`config.mk`:
```
export PLATFORM = sky130hd
export DESIGN_NAME = fifo_burst_reader
export DESIGN_NICKNAME = d
export VERILOG_FILES = /design/src/rtl/fifo_burst_reader.sv
export SDC_FILE = /design/constraint.sdc
export NUM_CORES = 1
export LEC_CHECK = 0
export ABC_AREA = 1
export BUFFER_PORTS_ARGS = -buffer_cell sky130_fd_sc_hd__buf_2
export CORE_ASPECT_RATIO = 0.8
export CORE_MARGIN = 4
export CORE_UTILIZATION = 50
export DETAILED_ROUTE_END_ITERATION = 6
export PLACE_DENSITY = 0.76
export SYNTH_ARGS = -nofsm -noshare
export SYNTH_HDL_FRONTEND = slang
export SYNTH_SLANG_ARGS = --single-unit
```
`constraint.sdc`:
```
create_clock -name clk -period 1.6 [get_ports clk]
set_input_delay 0.08 -clock clk [delete_from_list [all_inputs] [get_ports clk]]
set_output_delay 0.08 -clock clk [all_outputs]
set_load 0.02 [all_outputs]
```
`src/rtl/fifo_burst_reader.sv`:
```
// Drains a synchronous FIFO into a registered valid/ready stream framed as fixed-length
// bursts, with a short flush burst when residual data sits idle for too long.
module fifo_burst_reader #(
   parameter int DATA_W    = 8,
   parameter int ADDR_W    = 4,
   parameter int BURST_LEN = 4,
   parameter int TIMEOUT   = 15,
   parameter int TIMER_W   = 8
) (
   input  logic              clk,
   input  logic              rst_n,
   output logic              fifo_rd_en,
   input  logic [DATA_W-1:0] fifo_rd_data,
   input  logic              fifo_empty,
   input  logic [ADDR_W:0]   fifo_word_count,
   output logic              m_valid,
   input  logic              m_ready,
   output logic [DATA_W-1:0] m_data,
   output logic              m_last,
   output logic              burst_done,
   output logic              short_burst,
   output logic [1:0]        fsm_state
);

   typedef enum logic [1:0] {
      IDLE  = 2'd0,
      BURST = 2'd1,
      FLUSH = 2'd2
   } state_t;

   localparam logic [ADDR_W:0]    BURST_CNT = (ADDR_W+1)'(BURST_LEN);
   localparam logic [ADDR_W:0]    ONE_BEAT  = (ADDR_W+1)'(1);
   localparam logic [TIMER_W-1:0] TIMER_MAX = TIMER_W'(TIMEOUT);

   state_t             state;
   logic [TIMER_W-1:0] timer;
   logic [ADDR_W:0]    beats_left;
   logic               out_free;
   logic               popping;

   // The output register may be refilled in the same cycle its word is accepted.
   assign out_free    = !m_valid || m_ready;
   assign popping     = (state == BURST || state == FLUSH) && !fifo_empty && out_free;
   assign fifo_rd_en  = rst_n && popping;
   assign short_burst = (state == FLUSH);
   assign fsm_state   = state;

   always_ff @(posedge clk) begin
      if (!rst_n) begin
         state      <= IDLE;
         timer      <= '0;
         beats_left <= '0;
         m_valid    <= 1'b0;
         m_data     <= '0;
         m_last     <= 1'b0;
         burst_done <= 1'b0;
      end else begin
         burst_done <= m_valid && m_ready && m_last;

         if (popping) begin
            m_data     <= fifo_rd_data;
            m_valid    <= 1'b1;
            m_last     <= (beats_left == ONE_BEAT);
            beats_left <= beats_left - ONE_BEAT;
         end else if (m_valid && m_ready) begin
            m_valid <= 1'b0;
            m_last  <= 1'b0;
         end

         case (state)
            IDLE: begin
               if (fifo_word_count >= BURST_CNT) begin
                  state      <= BURST;
                  beats_left <= BURST_CNT;
                  timer      <= '0;
               end else if (!fifo_empty && timer == TIMER_MAX) begin
                  // Occupancy is below a full burst here, so the snapshot is the flush length.
                  state      <= FLUSH;
                  beats_left <= fifo_word_count;
                  timer      <= '0;
               end else if (!fifo_empty) begin
                  timer <= timer + TIMER_W'(1);
               end else begin
                  timer <= '0;
               end
            end
            BURST, FLUSH: begin
               timer <= '0;
               if (popping && beats_left == ONE_BEAT) state <= IDLE;
            end
            default: begin
               state <= IDLE;
               timer <= '0;
            end
         endcase
      end
   end

endmodule

```
==> flow_summary.yaml <==
timing:
  finalWorstSetupSlack_ns: 0.0419
  slew_headroom_pct: 81.5
  tightest_slew_ns: 0.276
  hold_viol_final: 0
  rsz0062_at_grt: "yes"
  fin_crit_sh_pct: 97.4
  skew_ns: 0.0120
  slew_violations: 0
  fin_crit_ns: 1.56
  setup_violations: 0
  max_freq_mhz: 642
  finalSetupTns_ns: 0
placed_design:
  place_congestion: 0.780
  dpl_worst_slack_ns: -0.0258
  hpwl_mm: 2.09
  place_inst: 221
  port_buffers: 31
cells_and_area:
  drive_gt1_share_pct: 29.1
  final_common_cell: "nor2_1"
  area_growth_syn_to_layout_pct: 37.0
  final_cell_mix: "nor2_1, buf_2, nand2_1"
  fill_cells: 180
  nets: 236
  stdcell_count: 238
  final_util_pct: 73.4
  multi_input_area_um2: 636
  antenna_cells: 0
  seqCellArea_um2: 523
die:
  start_util_pct: 53.6
  coreArea_um2: 2210
  fp.dieH_um: 51.6
  die_w_um: 62.5
  die_area_um2: 3220
  num_rows: 15
  io_pins: 32
routing:
  first_pass_iters: 4
  via_per_inst: 5.18
  wl_mm: 3.09
  wl_per_cell_um: 13.0
  antenna_left: 0
  drc: 0
  vias: 1233
  drtIter0Drc: 78
clock_network:
  cts.clk_slew.worst_paths_ns: 0.15
  clock_sinks: 26
  cts_tree: "built"
  clockRootBuffer: "clkbuf_4"
  cts_max_level: 1
  clockBufferDepth: 2
  clk_latency_ns: 0.34
  numCtsBuffers: 3
critical_path:
  rr_startpoint: "fsm_state[1]$_SDFFE_PN0P_"
  critPathLaunch: "fsm_state[1]$_SDFFE_PN0P_"
  criticalPathCategory: "reg -> reg"
  crit_required_ns: 1.85
  path_max_fanout: 6
  crit_arrival_ns: 1.81
  worst_setup_path_start_kind: "register"
  critical_path.endpoint_type: "register"
synthesis:
  synth_cell_types: 23
  synth_seq_cells: 26
  synth_top_family_by_area: "simple AND/OR/NAND/NOR gates"
  synth_fp_nets: 186
  syn_area_um2: 1190
  synthCells: 164
  yosys_warnings: 0
  synthSimpleGateAreaFrac_pct: 31.2
  synth_compound_area_share_pct: 11.5
  synthMuxAreaShare_pct: 0
  avgSynthCellArea_um2: 7.23
  synth_fa_ha_area_share_pct: 5.27
  synth_xor_area_share_pct: 0.738
  seq_area_frac_synth_pct: 43.9
global_route:
  antenna_found_initial: 0
  track_usage_pct: 21.6
  busiest_layer: "met2"
  use_met3_pct: 6.91
  grt_pass1_wl_mm: 5.38
  grt.overflow.total: 0
  grt_start_max_net_pins: 16
  grtUsageMet2_pct: 39.8
  grt_pass1_vias: 1247
  gr-usage-met1_pct: 22.8
power:
  powerDensity_nw_per_um2: 1570
  ir_drop_uv: 955
  p_leak_nw: 0.740
hold_path:
  min_path_type: "in -> reg"
  holdCritStartpoint: "fifo_rd_data[6]"
outcome:
  outcome: "finished, final reports clean"
job:
  cap_violations: 0
## report_power, final
part	leakage, nW	internal, mW	switching (mW)
Sequential	0.212	0.784	0.0869
Clock	0.0279	0.254	0.205
Combinational	0.499	0.508	0.707
Total	0.740	1.55	0.999
## repair_timing
item,in CTS,in global routing
hold buffers,9,0
hold endpoints to repair,9,0
buffers inserted,1,4
gates resized for setup,7,10
setup endpoints to repair,5,20
pin swaps,0,4
## through the flow
step	power [mW]	hold WS (ns)	cell area [um^2]
floorplan	1.54	0.227	1190
global placement	1.77	0.327	1380
detailed placement	1.82	0.336	1380
CTS	2.40	0.000557	1560
global route	2.75	0.0115	1630
finish	2.54	0.0230	1630
## metal layers
metal	share of wire [%]	vias up	wire length, um
met5	0	-	0
met4	1.8	0	55
met3	6.2	6	192
met2	49	41	1530
met1	43	561	1320
li1	-	625	-
## cells by family (layout without fill, tap and decap cells)
logic type,after synthesis,count (layout)
simple gates,85,85
compound gates,26,26
flops,26,26
buf+inv,21,70
fa+ha+maj,5,5
xor+xnor,1,1
## cell usage after synthesis, drive strengths merged
master	count	share of area (%)
nand2	33	11
nor2	33	10
dfxtp	26	44
inv	17	5.4
a21oi	13	5.8
o21ai	12	5.1
nand3	9	4.2
ha	5	5.3
nor3	4	2.1
clkbuf	2	0.74
nand4	2	1.1
nor3b	2	1.3
and3	1	0.53
buf	1	0.95
clkinv	1	0.32
o211ai	1	0.63
or2	1	0.53
xor2	1	0.74
## sequential cells by signal (all words and copies together), names as in the netlist
signal	flops
timer	8
fsm_state	2
beats_left	5
m_data	8
m_last	1
burst_done	1
m_valid	1
## cell type report
class	instances	share of cell area, %
Timing Repair Buffer	48	19.4
Sequential cell	26	32.2
Clock buffer	3	1.39
Inverter	18	4.16
Clock inverter	1	1.85
Multi-Input combinational cell	117	39.1
Tap cell	25	1.92
## path summary, 6_finish.rpt
path / depth (start not counted) / endpoint / slack (ns)
setup reg to reg: 9 / fsm_state[0]$_SDFFE_PN0P_ / 0.04
hold reg to reg: 2 / burst_done$_SDFF_PN0_ / 0.45
setup / recovery: 9 / fsm_state[0]$_SDFFE_PN0P_ / 0.04
hold / removal: 3 / m_data[6]$_SDFFE_PN0P_ / 0.02
## worst max-delay path, stage by stage, from the launching register on
cell and delay, ns:
dfxtp_2 0.36, inv_1 0.08, ha_4 0.30, nand2_2 0.09, a21oi_4 0.24, nand2_2 0.11
nand2_2 0.10, nand2_1 0.08, nand2_1 0.06, a21oi_1 0.06
Power figures use the tool's default switching activity.
